`config.mk`:
```
export PLATFORM = sky130hd
export DESIGN_NAME = rotor_stage_flat
export DESIGN_NICKNAME = d
export VERILOG_FILES = /design/src/rtl/enigma_pkg.sv /design/src/rtl/rotor_stage_if.sv /design/src/rtl/rotor_map.sv /design/src/rtl/rotor_stage.sv /design/src/flat_wrapper.sv
export SDC_FILE = /design/constraint.sdc
export NUM_CORES = 1
export LEC_CHECK = 0
export BUFFER_PORTS_ARGS = -buffer_cell sky130_fd_sc_hd__buf_2
export CAP_MARGIN = 20
export CORE_ASPECT_RATIO = 1.5
export CORE_MARGIN = 2
export CORE_UTILIZATION = 38
export CTS_CLUSTER_SIZE = 30
export DETAILED_ROUTE_END_ITERATION = 8
export PLACE_DENSITY = 0.68
export SETUP_SLACK_MARGIN = 0.2
export SYNTH_ARGS = -nofsm -noshare
export SYNTH_HDL_FRONTEND = slang
export SYNTH_SLANG_ARGS = --single-unit
```
`constraint.sdc`:
```
create_clock -name clk -period 35.9 [get_ports clk]
set_input_delay 3.59 -clock clk [delete_from_list [all_inputs] [get_ports clk]]
set_output_delay 3.59 -clock clk [all_outputs]
set_load 0.01 [all_outputs]
```
`src/rtl/enigma_pkg.sv`:
```
// enigma_pkg: shared constants, FSM state encoding and mod-26 helpers
// for the Enigma rotor datapath. Optional feature macro used by the
// rotor files: RING_SETTING_EN (adds the Ringstellung input).
package enigma_pkg;

  localparam int         ALPHA    = 26;        // letters in the alphabet
  localparam logic [7:0] ASCII_A  = 8'd65;     // code of 'A'
  localparam int         WIRING_W = ALPHA * 8; // packed wiring table width

  typedef enum logic [2:0] {
    IDLE = 3'd0,
    FWD  = 3'd1,
    WAIT = 3'd2,
    BWD  = 3'd3,
    BYP  = 3'd4
  } state_t;

  // (a + b) mod 26 for operands already in 0..25
  function automatic logic [4:0] add26(input logic [4:0] a, input logic [4:0] b);
    logic [5:0] s;
    s = {1'b0, a} + {1'b0, b};
    if (s >= 6'(ALPHA)) s = s - 6'(ALPHA);
    return s[4:0];
  endfunction

  // (a - b) mod 26 for operands already in 0..25
  function automatic logic [4:0] sub26(input logic [4:0] a, input logic [4:0] b);
    logic [5:0] s;
    if (a >= b) s = {1'b0, a} - {1'b0, b};
    else        s = {1'b0, a} + 6'(ALPHA) - {1'b0, b};
    return s[4:0];
  endfunction

  // Reduce an arbitrary byte to 0..25
  function automatic logic [4:0] mod26_byte(input logic [7:0] v);
    return 5'(v % 8'(ALPHA));
  endfunction

  // Letter index (0..25) back to its ASCII code
  function automatic logic [7:0] to_ascii(input logic [4:0] i);
    return {3'b000, i} + ASCII_A;
  endfunction

  // True for 'A'..'Z'
  function automatic logic is_letter(input logic [7:0] ch);
    return (ch >= ASCII_A) && (ch < ASCII_A + 8'(ALPHA));
  endfunction

  // Out-of-range positions / ring settings load as 0
  function automatic logic [4:0] clamp_pos(input logic [4:0] p);
    return (p >= 5'(ALPHA)) ? 5'd0 : p;
  endfunction

endpackage

```
`src/rtl/rotor_stage_if.sv`:
```
// rotor_stage_if: configuration, upstream and downstream signals of one
// rotor stage. master = the environment driving the rotor (plugboard /
// previous rotor / reflector side); slave = the rotor itself.
// RING_SETTING_EN adds ring_in.
interface rotor_stage_if;
  import enigma_pkg::*;

  // configuration
  logic                set;
  logic [WIRING_W-1:0] idx_in;
  logic [4:0]          pos_in;
  logic [4:0]          notch_in;
`ifdef RING_SETTING_EN
  logic [4:0]          ring_in;
`endif

  // upstream side
  logic                valid;
  logic [7:0]          din;
  logic                step_in;
  logic [7:0]          dout;
  logic                done;
  logic                busy;

  // carry to the next rotor
  logic                step_out;

  // downstream side
  logic                fwd_valid;
  logic [7:0]          fwd_dout;
  logic                ref_done;
  logic [7:0]          ref_din;

`ifdef RING_SETTING_EN
  modport master (
    output set, idx_in, pos_in, notch_in, ring_in,
    output valid, din, step_in, ref_done, ref_din,
    input  dout, done, busy, step_out, fwd_valid, fwd_dout
  );
  modport slave (
    input  set, idx_in, pos_in, notch_in, ring_in,
    input  valid, din, step_in, ref_done, ref_din,
    output dout, done, busy, step_out, fwd_valid, fwd_dout
  );
`else
  modport master (
    output set, idx_in, pos_in, notch_in,
    output valid, din, step_in, ref_done, ref_din,
    input  dout, done, busy, step_out, fwd_valid, fwd_dout
  );
  modport slave (
    input  set, idx_in, pos_in, notch_in,
    input  valid, din, step_in, ref_done, ref_din,
    output dout, done, busy, step_out, fwd_valid, fwd_dout
  );
`endif

endinterface

```
`src/rtl/rotor_map.sv`:
```
// rotor_map: combinational rotor lookup. dir_i=0 maps a letter forward
// through the wiring at the given offset; dir_i=1 maps it back through the
// inverse wiring. A missing inverse entry (bad wiring) returns the input.
module rotor_map
  import enigma_pkg::*;
(
  input  logic [WIRING_W-1:0] wiring_i,
  input  logic [7:0]          char_i,
  input  logic [4:0]          offset_i,
  input  logic                dir_i,
  output logic [7:0]          char_o
);

  logic [7:0] w_arr [ALPHA];   // w_arr[0] is the entry for 'A'
  logic [ALPHA-1:0] match;
  logic [4:0] c_idx;           // incoming char as 0..25
  logic [4:0] k_idx;           // contact index seen by the wiring
  logic [7:0] fwd_char;
  logic [7:0] inv_target;
  logic [7:0] inv_char;
  logic       inv_found;
  logic [4:0] inv_idx;

  // Unpack the wiring table (entry for 'A' sits in the top byte) and flag
  // every contact whose output letter equals the inverse search target.
  generate
    for (genvar gi = 0; gi < ALPHA; gi++) begin : g_contact
      assign w_arr[gi] = wiring_i[(ALPHA-1-gi)*8 +: 8];
      assign match[gi] = (w_arr[gi] == inv_target);
    end
  endgenerate

  assign c_idx = mod26_byte(char_i - ASCII_A);
  assign k_idx = add26(c_idx, offset_i);

  // Forward: rotate in, pass through the wiring, rotate back out.
  assign fwd_char   = to_ascii(sub26(mod26_byte(w_arr[k_idx] - ASCII_A), offset_i));
  assign inv_target = to_ascii(k_idx);

  // Inverse: pick the contact that produces the target letter (lowest index
  // wins should the wiring ever contain duplicates).
  always_comb begin
    inv_found = 1'b0;
    inv_idx   = 5'd0;
    for (int i = ALPHA - 1; i >= 0; i--) begin
      if (match[i]) begin
        inv_found = 1'b1;
        inv_idx   = 5'(i);
      end
    end
  end

  assign inv_char = inv_found ? to_ascii(sub26(inv_idx, offset_i)) : char_i;
  assign char_o   = dir_i ? inv_char : fwd_char;

endmodule

```
`src/rtl/rotor_stage.sv`:
```
// rotor_stage: one Enigma rotor in the character path. A letter from
// upstream is mapped forward and handed downstream, the downstream reply is
// mapped back inversely and returned upstream. Non-letters bypass the rotor.
// The rotor steps per keypress (step_in) and pulses step_out at its notch.
// Optional feature macro: RING_SETTING_EN (ring_in, offset = pos - ring).
module rotor_stage
  import enigma_pkg::*;
(
  input  logic         clk,
  input  logic         reset_n,
  rotor_stage_if.slave bus
);

  state_t              state_q, state_d;
  logic [4:0]          pos_q, pos_d;
  logic [WIRING_W-1:0] wiring_q, wiring_d;
  logic [4:0]          notch_q, notch_d;
  logic [4:0]          ring_cur;

  logic [7:0]          dout_q, dout_d;
  logic                done_q, done_d;
  logic                fwd_valid_q, fwd_valid_d;
  logic [7:0]          fwd_dout_q, fwd_dout_d;
  logic                step_out_q, step_out_d;

`ifdef RING_SETTING_EN
  logic [4:0]          ring_q, ring_d;
  assign ring_cur = ring_q;
`else
  assign ring_cur = 5'd0;
`endif

  logic [4:0] pos_stepped;   // position the forward map must use
  logic [4:0] fwd_off;
  logic [4:0] inv_off;
  logic       map_dir;
  logic [7:0] map_char_in;
  logic [4:0] map_off;
  logic [7:0] map_char_out;

  // Stepping happens before the forward lookup of the same keypress.
  assign pos_stepped = bus.step_in ? add26(pos_q, 5'd1) : pos_q;
  assign fwd_off     = sub26(pos_stepped, ring_cur);
  assign inv_off     = sub26(pos_q, ring_cur);

  // One lookup unit is shared: forward while idle, inverse while waiting
  // for the downstream reply.
  assign map_dir     = (state_q == WAIT);
  assign map_char_in = map_dir ? bus.ref_din : bus.din;
  assign map_off     = map_dir ? inv_off : fwd_off;

  rotor_map u_map (
    .wiring_i (wiring_q),
    .char_i   (map_char_in),
    .offset_i (map_off),
    .dir_i    (map_dir),
    .char_o   (map_char_out)
  );

  // Next-state and next-output logic; strobes default low every cycle.
  always_comb begin
    state_d     = state_q;
    pos_d       = pos_q;
    wiring_d    = wiring_q;
    notch_d     = notch_q;
`ifdef RING_SETTING_EN
    ring_d      = ring_q;
`endif
    dout_d      = 8'h00;
    done_d      = 1'b0;
    fwd_valid_d = 1'b0;
    fwd_dout_d  = 8'h00;
    step_out_d  = 1'b0;

    unique case (state_q)
      IDLE: begin
        if (bus.set) begin
          // configuration load wins over a coincident keypress
          wiring_d = bus.idx_in;
          pos_d    = clamp_pos(bus.pos_in);
          notch_d  = bus.notch_in;
`ifdef RING_SETTING_EN
          ring_d   = clamp_pos(bus.ring_in);
`endif
        end else if (bus.valid) begin
          if (is_letter(bus.din)) begin
            state_d     = FWD;
            pos_d       = pos_stepped;
            step_out_d  = bus.step_in && (pos_q == notch_q);
            fwd_valid_d = 1'b1;
            fwd_dout_d  = map_char_out;
          end else begin
            state_d = BYP;
            done_d  = 1'b1;
            dout_d  = bus.din;
          end
        end
      end
      FWD: begin
        state_d = WAIT;
      end
      WAIT: begin
        if (bus.ref_done) begin
          state_d = BWD;
          done_d  = 1'b1;
          dout_d  = map_char_out;
        end
      end
      BWD, BYP: begin
        state_d = IDLE;
      end
      default: begin
        state_d = IDLE;
      end
    endcase
  end

  // State, configuration and registered outputs with synchronous reset.
  always_ff @(posedge clk) begin
    if (!reset_n) begin
      state_q     <= IDLE;
      pos_q       <= 5'd0;
      wiring_q    <= '0;
      notch_q     <= 5'd0;
`ifdef RING_SETTING_EN
      ring_q      <= 5'd0;
`endif
      dout_q      <= 8'h00;
      done_q      <= 1'b0;
      fwd_valid_q <= 1'b0;
      fwd_dout_q  <= 8'h00;
      step_out_q  <= 1'b0;
    end else begin
      state_q     <= state_d;
      pos_q       <= pos_d;
      wiring_q    <= wiring_d;
      notch_q     <= notch_d;
`ifdef RING_SETTING_EN
      ring_q      <= ring_d;
`endif
      dout_q      <= dout_d;
      done_q      <= done_d;
      fwd_valid_q <= fwd_valid_d;
      fwd_dout_q  <= fwd_dout_d;
      step_out_q  <= step_out_d;
    end
  end

  assign bus.dout      = dout_q;
  assign bus.done      = done_q;
  assign bus.fwd_valid = fwd_valid_q;
  assign bus.fwd_dout  = fwd_dout_q;
  assign bus.step_out  = step_out_q;
  assign bus.busy      = (state_q != IDLE);

endmodule
```
`src/flat_wrapper.sv`:
```
// flat-port wrapper written by rule: the top's interface ports become plain ports
module rotor_stage_flat import enigma_pkg::*;
  (clk, reset_n, bus_set, bus_idx_in, bus_pos_in, bus_notch_in, bus_valid, bus_din, bus_step_in, bus_ref_done, bus_ref_din, bus_dout, bus_done, bus_busy, bus_step_out, bus_fwd_valid, bus_fwd_dout);
  rotor_stage_if bus_i ();
  input  logic clk;
  input  logic reset_n;
  input wire logic [$bits(bus_i.set)-1:0] bus_set;
  input wire logic [$bits(bus_i.idx_in)-1:0] bus_idx_in;
  input wire logic [$bits(bus_i.pos_in)-1:0] bus_pos_in;
  input wire logic [$bits(bus_i.notch_in)-1:0] bus_notch_in;
  input wire logic [$bits(bus_i.valid)-1:0] bus_valid;
  input wire logic [$bits(bus_i.din)-1:0] bus_din;
  input wire logic [$bits(bus_i.step_in)-1:0] bus_step_in;
  input wire logic [$bits(bus_i.ref_done)-1:0] bus_ref_done;
  input wire logic [$bits(bus_i.ref_din)-1:0] bus_ref_din;
  output wire logic [$bits(bus_i.dout)-1:0] bus_dout;
  output wire logic [$bits(bus_i.done)-1:0] bus_done;
  output wire logic [$bits(bus_i.busy)-1:0] bus_busy;
  output wire logic [$bits(bus_i.step_out)-1:0] bus_step_out;
  output wire logic [$bits(bus_i.fwd_valid)-1:0] bus_fwd_valid;
  output wire logic [$bits(bus_i.fwd_dout)-1:0] bus_fwd_dout;
  assign bus_i.set = bus_set;
  assign bus_i.idx_in = bus_idx_in;
  assign bus_i.pos_in = bus_pos_in;
  assign bus_i.notch_in = bus_notch_in;
  assign bus_i.valid = bus_valid;
  assign bus_i.din = bus_din;
  assign bus_i.step_in = bus_step_in;
  assign bus_i.ref_done = bus_ref_done;
  assign bus_i.ref_din = bus_ref_din;
  assign bus_dout = bus_i.dout;
  assign bus_done = bus_i.done;
  assign bus_busy = bus_i.busy;
  assign bus_step_out = bus_i.step_out;
  assign bus_fwd_valid = bus_i.fwd_valid;
  assign bus_fwd_dout = bus_i.fwd_dout;
  rotor_stage u_core (.clk(clk), .reset_n(reset_n), .bus(bus_i));
endmodule
```
# [Word level (Yosys, flattened, before mapping)]
# Index checks and enable logic that the tools add are counted.
[totals] regBits=240 input_bits=240 out_inout_bits=20 wordCells=172
[op_classes] n_addsub=17 div_mod_pow=2 magnitude_cmp=10 eq_ne=32 muxes=86 bitwise=5 reduce_logical=11
[op_table] cell="8-bit equality test" count=26
[op_table] cell="5-bit two-way mux" count=38
[op_table] cell="8-bit two-way mux" count=9
[op_table] cell="8-bit binary-select mux with 5-bit select" count=1
[op_table] cell="1-bit two-way mux" count=31
[op_table] cell="5-bit by 7-bit adder with 8-bit output, second input constant" count=3
[op_table] cell="5-bit adder, second input constant" count=4
[op_table] cell="5-bit subtractor" count=4
[op_table] cell="8-bit by 5-bit modulo with 8-bit output, second input constant" count=2
[op_table] cell="8-bit one-hot mux with 2 select lines" count=1
[op_table] cell="8-bit by 7-bit subtractor with 8-bit output, second input constant" count=2
[op_table] cell="6-bit by 5-bit greater-or-equal comparator with 1-bit output, second input constant" count=2
[op_table] cell="3-bit two-way mux" count=4
[op_table] cell="5-bit by 1-bit greater-or-equal comparator with 1-bit output, second input constant" count=2
[op_table] cell="5-bit greater-or-equal comparator" count=2
[op_table] cell="5-bit subtractor, second input constant" count=2
[op_table] cell="3-bit one-hot mux with 3 select lines" count=1
[op_table] cell="8-bit by 7-bit greater-or-equal comparator with 1-bit output, second input constant" count=1
[op_table] cell="8-bit by 7-bit < comparator with 1-bit output, second input constant" count=1
[op_table] cell="5-bit by 1-bit adder with 6-bit output, second input constant" count=1
[op_table] cell="5-bit by 5-bit adder with 6-bit output" count=1
[op_table] cell="6-bit greater-or-equal comparator, second input constant" count=1
[op_table] cell="2-bit != test, second input constant" count=3
[op_table] cell="5-bit inverter with 6-bit output" count=1
[op_table] cell="14 further kinds" count=20

# [Longest topological paths before layout]
# Gate-level depths: netlist of the first run.
[logic_depth] depth_word=46 mapped_depth=64

# [Hierarchy]
# A second synthesis of the first run with hierarchy kept.
[hier_totals] cells_unflattened=2663 area_unflattened_um2=19443.6
[by_module_without_submodules] mod="rotor_map" n_inst=1 cells_each=1535 area_per_inst_um2=10538.9 seq_area_each_um2=0.0
[by_module_without_submodules] mod="rotor_stage" n_inst=1 cells_each=1128 area_per_inst_um2=8904.8 seq_area_each_um2=4804.6

# [Worst setup path before layout of the first run]
# No wires, ideal clock.
[synth_path] path_kind="in2reg" from="input bus_din[4]" to="register u_core.fwd_dout_q[3] (netlist: u_core.bus.fwd_dout[3])" arrival_time_ps=14673 t_required_ps=35775 slack_ps=21102 stages=55 path_buffers=7 cell_sequence="or3_1 -> o21ai_0 -> nand2_1 -> o21ai_0 -> xnor2_1 -> nand2_1 -> o21ai_0 -> clkbuf_1 -> a221oi_1 -> a31oi_1 -> mux2i_1 -> nand2_1 -> o211ai_1 -> xnor2_1 -> fa_1 -> clkbuf_1 -> clkinv_1 -> clkbuf_1 -> [19 not listed] -> a21o_1 -> maj3_2 -> o41ai_2 -> xnor2_1 -> ha_1 -> a21oi_1 -> o21ai_0 -> a31oi_1 -> nor2_1 -> o21ai_0 -> nand2b_1 -> o21ai_0 -> inv_1 -> and3_1 -> xnor2_1 -> nor2_1 -> a21oi_1 -> nor2_1"
[synth_via] elab_chain_len=40 elab_cells_between_ends=111 classes_between="add/sub (13); div (2); order compare (5); eq/ne (26); mux (61); bitwise (2); reduce/logical (2)"
[synth_rtl] element="start, declared" line="flat_wrapper.sv:12" text="input wire logic [$bits(bus_i.din)-1:0] bus_din;"
[synth_rtl] element="branches (longest 40 deep; another with 8-bit by 7-bit subtractor with 8-bit output)"
[synth_rtl] element="end signal, assigned" line="rotor_stage.sv:144" text="fwd_dout_q <= fwd_dout_d;"
[synth_rtl] element="end, declared" line="rotor_stage.sv:23" text="logic [7:0] fwd_dout_q, fwd_dout_d;"
# Parallel ways; which one is timed is not known. The select of a mux whose other input is x is not followed.
# A chain may end at the register's enable or synchronous reset.

# [Final worst setup path of the first run]
# Same ends and word-level chain as after synthesis.

==> results of run 1 <==
logic make-up after synthesis:
kind of cell               Yosys count  share of synthesized area [%]
DFF                                240                           27.4
other                                1                         0.0214
xor gates and xnor gates           221                           11.4
AOI/OAI and AO/OA                  572                           22.7
adders and majority gates           50                           3.82
muxes                              143                           8.72
buffers and inverters              206                           5.09
and+or+nand+nor                    808                           20.8
synthesized netlist by cell type (all sizes together) (5+ instances only):
| cell type | n |
|---|---|
| nand2 | 500 |
| dfxtp | 240 |
| a21boi | 216 |
| xnor2 | 122 |
| clkbuf | 116 |
| mux2i | 101 |
| xor2 | 96 |
| nor2 | 95 |
| o21ai | 92 |
| a21oi | 89 |
| inv | 53 |
| nor3 | 47 |
| nand3 | 43 |
| ha | 39 |
| mux2 | 38 |
| buf | 36 |
| a31oi | 21 |
| o211ai | 19 |
| and3 | 16 |
| nand4b | 16 |
| a211oi | 15 |
| o31ai | 15 |
| nor2b | 14 |
| nand2b | 13 |
| nor4 | 13 |
| a21o | 11 |
| and2 | 9 |
| nand4 | 9 |
| nor4b | 9 |
| a22oi | 8 |
| o22ai | 8 |
| fa | 7 |
| a2111oi | 6 |
| a221oi | 6 |
| o211a | 6 |
| o21a | 6 |
| o311ai | 6 |
| o31a | 6 |
| o311a | 5 |
| or3 | 5 |
critical path, delay by kind of cell:
family          cells  cell delay (ns)
simple gates       14             1.89
fa+ha+maj           6             2.22
mux                 2             0.43
buf+inv            10             2.51
xor+xnor            5             0.82
compound gates     21             5.17
area by class of cell:
type	instances	area, um2	area share, %
multi-input cells	1795	11900	59.4
flip-flops and latches	240	4800	24.0
repair buffers	286	1500	7.49
well taps	588	736	3.68
clock buffers	32	682	3.41
inverters	54	203	1.01
clock inverters	14	201	1.01
diodes	1	2.50	0.0125
worst max-delay path by stage:
stage / depth (start not counted) / slack (ns) / startpoint / endpoint
floorplan: 55 / 21.10 / bus_din[4] / u_core.bus.fwd_dout[3]$_SDFF_PP0_
global placement: 53 / 19.74 / bus_din[0] / u_core.bus.fwd_dout[3]$_SDFF_PP0_
detailed placement: 56 / 19.23 / bus_din[4] / u_core.bus.fwd_dout[3]$_SDFF_PP0_
CTS: 54 / 19.81 / bus_din[4] / u_core.bus.fwd_dout[3]$_SDFF_PP0_
global route: 58 / 18.61 / bus_din[4] / u_core.bus.fwd_dout[3]$_SDFF_PP0_
finish: 58 / 19.59 / bus_din[4] / u_core.bus.fwd_dout[3]$_SDFF_PP0_
stage by stage:
step	util, %	std cells	hold slack (ns)	setup WS [ns]
finish	43.9	3010	0.473	19.59
global placement	41.9	2962	0.462	19.74
detailed placement	41.9	2962	0.467	19.23
floorplan	-	2241	0.442	21.10
global route	43.9	3010	0.504	18.61
CTS	43.8	3008	0.475	19.81
sequential cells by signal, summed over array words and instances (netlist names):
| name | count |
|---|---|
| u_core.wiring_q | 208 |
| u_core.bus.step_out | 1 |
| u_core.pos_q | 5 |
| u_core.bus.fwd_valid | 1 |
| u_core.state_q | 3 |
| u_core.bus.fwd_dout | 8 |
| u_core.bus.done | 1 |
| u_core.bus.dout | 8 |
| u_core.notch_q | 5 |
metal layers:
metal | vias up | wire length [um] | part of all wire [%]
met3 | 171 | 2580 | 4.4
met2 | 518 | 29800 | 50
met1 | 7816 | 22900 | 39
met5 | - | 0 | 0
li1 | 8096 | - | -
met4 | 0 | 3790 | 6.4
==> flow_summary.ini, run 1 <==
[cts]
cts_resized = 0
cts.sink_count = 240
clk_pin_slew_worst_paths_ns = 0.06
post-cts-setup-buffers = 0
clock_path_buffers = 3
htreeDepth = 1
cts_tree = done
root_buffer = clkbuf_16
clk_latency_ns = 0.58
cts_made_buffers = 25
cts-hold-fix-buffers = 0

[placed_design]
portBuffers = 259
gp_congestion = 0.972
dpl.hpwl_um = 45400
postPlaceCellArea_um2 = 19100

[critical_path]
worstSetupPathType = in -> reg
ff2ff_path_depth = 58
max_stage_delay_ns = 0.62
cp_common_cell = o21ai_0
r2r-start = u_core.state_q[1]$_SDFFE_PN0P_
slowest_stage = o41ai_2
start_kind = input port
cp_max_fo = 53
arrival_ns = 16.75
cp.required_ns = 36.33
r2r_slack_ns = 21.62
r2r-end = u_core.bus.fwd_dout[3]$_SDFF_PP0_
end_kind = flop

[detailed_routing]
vias = 16601
drtIter0Drc = 1122
drtAntennaViolNets = 0
vias_per_cell = 5.52
drt-wirelength-per-cell_um = 19.6
routed_wl_um = 59100
dr.pass1.iters = 6
drc_errors = 0

[floorplan]
die_area_um2 = 47900
die_h_um = 267
die_w_um = 179
start_util_pct = 38.4
ioPinCount = 260
fp-row-count = 96
core_um2 = 45600

[timing]
setup_violations = 0
maxSlewViolCount = 0
tns_ns = 0
worstMarginPinSlew_ns = 1.01
maxSlewHeadroom_pct = 32.4
fmax_ghz = 0.0613
finalHoldViolations = 0
timing.final.crit_share_pct = 45.4
clock_skew_ns = 0.0186
grt_setup_unrepaired = false
fin_crit_ns = 16.31

[logic_synthesis]
yosysSeqAreaShare_pct = 27.4
synth_top_area_share_pct = 27.4
yosysTopAreaCell = dfxtp_1
ys_top_cells_by_area = dfxtp_1 27%, nand2_1 11%, a21boi_0 9.2%, xnor2_1 6.0%, mux2i_1 5.8%
yosys_warnings = 0
synth.distinct_cells = 99
synthArstFlopShare_pct = 0
synth-edff-count = 0
synth.net_count = 2527
synth_cells = 2241
synth_seq_cells = 240
post_synth.cell_area_avg_um2 = 7.82
ys.flop_type = dfxtp_1
synth_area_um2 = 17500

[hold_path]
min_to = u_core.wiring_q[95]$_SDFFE_PN0P_
hold_start = u_core.wiring_q[95]$_SDFFE_PN0P_
hold_path_class = reg -> reg
holdPathStages = 2

[global_routing]
grt-busiest-layer = met2
grt_pass1_vias = 16362
overflow = 0
use_met1_pct = 27.3
track_usage_pct = 24.1
grt_max_degree = 112
antenna_found_initial = 1
grt_use_met2_pct = 43.1
grt_pass1_wl_um = 90000
grt_use_met3_pct = 2.10

[finish]
layout_commonest_cell = nand2_1
fin_area_um2 = 20000
drive_gt1_share_pct = 17.0
areaGrowthSynthToFinish_pct = 14.1
final.fill_count = 4651
most-common-layout-cells = 498 x nand2_1, 258 x buf_2, 240 x dfxtp_1
nets = 2688

[job]
maxCapViolCount = 0

[run_status]
status = finished clean
Power of run 1 is not shown: default switching activity piles up to over one toggle a cycle in this logic, so the estimate is an artifact.
==> run 2, diff against run 1 <==
Clock period 35.9 ns to 15.55 ns, I/O delays scaled along.
==> flow_summary.ini, run 2 (same netlist as run 1, synthesis figures left out) <==
[critical_path]
end_kind = flop
r2r_slack_ns = 1.68
cp_common_cell = o21ai_0
start_kind = input port
cp.required_ns = 15.98
arrival_ns = 14.59
r2r-start = u_core.state_q[1]$_SDFFE_PN0P_
slowest_stage = o31ai_1
worstSetupPathType = in -> reg
r2r-end = u_core.bus.fwd_dout[3]$_SDFF_PP0_
cp_max_fo = 52
max_stage_delay_ns = 0.67
ff2ff_path_depth = 57

[run_status]
status = finished clean

[cts]
clock_path_buffers = 3
clk_latency_ns = 0.57
cts_tree = done
cts_resized = 0
cts_made_buffers = 25
cts-hold-fix-buffers = 0
post-cts-setup-buffers = 0
htreeDepth = 1
root_buffer = clkbuf_16
cts.sink_count = 240
clk_pin_slew_worst_paths_ns = 0.07

[hold_path]
min_to = u_core.wiring_q[111]$_SDFFE_PN0P_
hold_path_class = reg -> reg
hold_start = u_core.wiring_q[111]$_SDFFE_PN0P_
holdPathStages = 2

[timing]
hold_ws_ns = 0.468
clock_skew_ns = 0.0220
maxSlewHeadroom_pct = 30.0
fin_crit_ns = 14.16
maxSlewViolCount = 0
setup_violations = 0
tns_ns = 0
fmax_ghz = 0.0706
grt_setup_unrepaired = false
worstMarginPinSlew_ns = 1.05
finalHoldViolations = 0
timing.final.crit_share_pct = 91.1

[finish]
most-common-layout-cells = 498 x nand2_1, 258 x buf_2, 240 x dfxtp_1
insertedDiodeCount = 0
drive_gt1_share_pct = 16.9
final.fill_count = 4680
nets = 2689
layout_commonest_cell = nand2_1
areaGrowthSynthToFinish_pct = 13.9
top_register = u_core.wiring_q
largest_reg_flops = 208

[floorplan]
ioPinCount = 260
fp-row-count = 96
die_w_um = 179
core_um2 = 45600
die_area_um2 = 47900
die_h_um = 267
start_util_pct = 38.4

[global_routing]
grt_pass1_vias = 16503
grt_pass1_wl_um = 91400
grt_max_degree = 110
overflow = 0
antenna_found_initial = 0
track_usage_pct = 24.2

[job]
maxCapViolCount = 0

[detailed_routing]
drc_errors = 0
vias_per_cell = 5.58
drtIter0Drc = 1080
drtAntennaViolNets = 0
drt-wirelength-per-cell_um = 19.7
routed_wl_um = 59400
dr.pass1.iters = 6
vias = 16809

[placed_design]
gp_congestion = 0.996
dpl.hpwl_um = 45800
portBuffers = 259
## run 2: critical path: cells and delay by family
| kind | cells | cell delay, ns |
|---|---|---|
| AO/OA/AOI/OAI | 21 | 5.31 |
| XOR/XNOR | 5 | 0.90 |
| adder cells (fa/ha/maj) | 5 | 2.11 |
| buffers and inverters | 9 | 2.07 |
| multiplexers | 2 | 0.79 |
| AND/OR/NAND/NOR | 14 | 1.82 |
## run 2: cell type report
type	count	area, um2	share of cell area, %
Clock inverter	12	141	0.708
Timing Repair Buffer	287	1520	7.62
Tap cell	588	736	3.68
Sequential cell	240	4800	24.1
Multi-Input combinational cell	1795	11900	59.5
Clock buffer	34	679	3.40
Inverter	54	203	1.01
## run 2: worst max path at each step
stage	from	endpoint	slack, ns
after floorplan	bus_din[4]	u_core.bus.fwd_dout[3]$_SDFF_PP0_	2.79
after global placement	bus_din[4]	u_core.bus.fwd_dout[3]$_SDFF_PP0_	1.61
after detailed placement	bus_din[0]	u_core.bus.fwd_dout[3]$_SDFF_PP0_	0.97
after CTS	bus_din[0]	u_core.bus.fwd_dout[3]$_SDFF_PP0_	1.52
after global routing	bus_din[4]	u_core.bus.fwd_dout[3]$_SDFF_PP0_	0.31
final	bus_din[0]	u_core.bus.fwd_dout[3]$_SDFF_PP0_	1.39
## run 2: per-stage QoR
step           instances  area, um2  setup slack [ns]  util, %
6_report            3010      20000              1.39     43.8
5_1_grt             3010      20000             0.306     43.8
3_3_place_gp        2962      19100              1.61     41.9
2_1_floorplan       2241      17500              2.79        -
4_1_cts             3008      19900              1.52     43.7
3_5_place_dp        2962      19100             0.967     41.9
## run 2: routing by layer
metal / part of all wire [%] / vias up / global-route usage [%]
li1: - / 8112 / -
met5: 0 / - / 0
met2: 51 / 630 / 44.3
met4: 5.2 / 0 / 11.8
met1: 38 / 7906 / 27.6
met3: 5.5 / 161 / 2.78
Power of run 2 is left out for the same reason.
==> run 3, diff against run 2 <==
Settings changed: CELL_PAD_IN_SITES_DETAIL_PLACEMENT set to 1, CELL_PAD_IN_SITES_GLOBAL_PLACEMENT set to 1, PLACE_DENSITY 0.68 to 0.84.
==> flow_summary.ini, run 3 (same netlist as run 1, synthesis figures left out) <==
[finish]
largest_reg_flops = 208
fin_area_um2 = 20100
drive_gt1_share_pct = 17.2
areaGrowthSynthToFinish_pct = 14.4
insertedDiodeCount = 0
nets = 2688
final.fill_count = 5601
most-common-layout-cells = 498 x nand2_1, 258 x buf_2, 240 x dfxtp_1
layout_commonest_cell = nand2_1
top_register = u_core.wiring_q

[cts]
htreeDepth = 1
cts_resized = 0
cts.sink_count = 240
cts_tree = done
clk_latency_ns = 0.57
cts-hold-fix-buffers = 0
root_buffer = clkbuf_16
clock_path_buffers = 3
cts_made_buffers = 25
clk_pin_slew_worst_paths_ns = 0.07
post-cts-setup-buffers = 0

[critical_path]
crit_family = compound AO/OA/AOI/OAI gates
slowest_stage = o41ai_2
cp.required_ns = 15.98
arrival_ns = 14.69
ff2ff_path_depth = 54
worstSetupPathType = in -> reg
r2r-start = u_core.state_q[1]$_SDFFE_PN0P_
worst-path-buf-inv = 9
cp_common_cell = o21ai_0
end_kind = flop
max_stage_delay_ns = 0.64
r2r-end = u_core.bus.fwd_dout[3]$_SDFF_PP0_
cp_max_fo = 52
start_kind = input port
path_depth = 55
r2r_slack_ns = 1.45

[hold_path]
holdPathStages = 2
hold_path_class = reg -> reg
min_to = u_core.notch_q[0]$_SDFFE_PN0P_
hold_start = u_core.notch_q[0]$_SDFFE_PN0P_

[placed_design]
dpl.hpwl_um = 50700
portBuffers = 259
postPlaceCellArea_um2 = 19100
gp_congestion = 0.972

[global_routing]
grt_pass1_vias = 17960
overflow = 0
antenna_found_initial = 0
track_usage_pct = 26.7
grt_max_degree = 108
grt_pass1_wl_um = 99600

[run_status]
status = finished clean

[floorplan]
start_util_pct = 38.4
fp-row-count = 96
ioPinCount = 260
die_area_um2 = 47900
die_w_um = 179
die_h_um = 267
core_um2 = 45600

[detailed_routing]
vias_per_cell = 5.68
drc_errors = 0
dr.pass1.iters = 5
vias = 17066
routed_wl_um = 65700
drtAntennaViolNets = 0
drtIter0Drc = 825
drt-wirelength-per-cell_um = 21.9

[timing]
setup_violations = 0
worstMarginPinSlew_ns = 1.15
fmax_ghz = 0.0701
maxSlewHeadroom_pct = 22.7
fin_crit_ns = 14.26
finalHoldViolations = 0
tns_ns = 0
timing.final.crit_share_pct = 91.7
hold_ws_ns = 0.479
clock_skew_ns = 0.0236
grt_setup_unrepaired = false
maxSlewViolCount = 0

[job]
maxCapViolCount = 0
run 3: cell type report:
cell class	instances	area [um2]	share of cell area [%]
Tap cell	588	736	3.67
Sequential cell	240	4800	23.9
Inverter	54	203	1.01
Clock inverter	14	223	1.11
Timing Repair Buffer	286	1510	7.53
Clock buffer	30	684	3.41
Multi-Input combinational cell	1795	11900	59.3
run 3: worst max-delay path by stage:
stage | slack [ns] | endpoint | start
final | 1.29 | u_core.bus.fwd_dout[3]$_SDFF_PP0_ | bus_din[3]
after global placement | 1.41 | u_core.bus.fwd_dout[3]$_SDFF_PP0_ | bus_din[3]
after floorplan | 2.79 | u_core.bus.fwd_dout[3]$_SDFF_PP0_ | bus_din[4]
after CTS | 1.05 | u_core.bus.fwd_dout[3]$_SDFF_PP0_ | u_core.state_q[1]$_SDFFE_PN0P_
after detailed placement | 0.57 | u_core.bus.fwd_dout[3]$_SDFF_PP0_ | bus_din[3]
after global routing | 0.24 | u_core.bus.fwd_dout[3]$_SDFF_PP0_ | bus_din[3]
run 3: stage by stage:
step / util [%] / instances / worst slack (ns)
after floorplan: - / 2241 / 2.79
after global placement: 41.9 / 2961 / 1.41
after detailed placement: 41.9 / 2961 / 0.570
after CTS: 43.9 / 3005 / 1.05
after global routing: 44.0 / 3007 / 0.242
final: 44.0 / 3007 / 1.29
run 3: tightest hold or removal path: cells and delay by family (launching register included):
kind,cells,cell delay [ns]
flops,1,0.32
simple gates,1,0.05
compound gates,1,0.06
run 3: metal layers:
metal	up-vias	wire length, um	GRT usage, %
met5	-	0	0
met4	0	4210	15.6
met3	193	3180	3.28
met2	528	33700	49.1
met1	8253	24600	29.0
li1	8092	-	-
Power of run 3 is left out for the same reason.
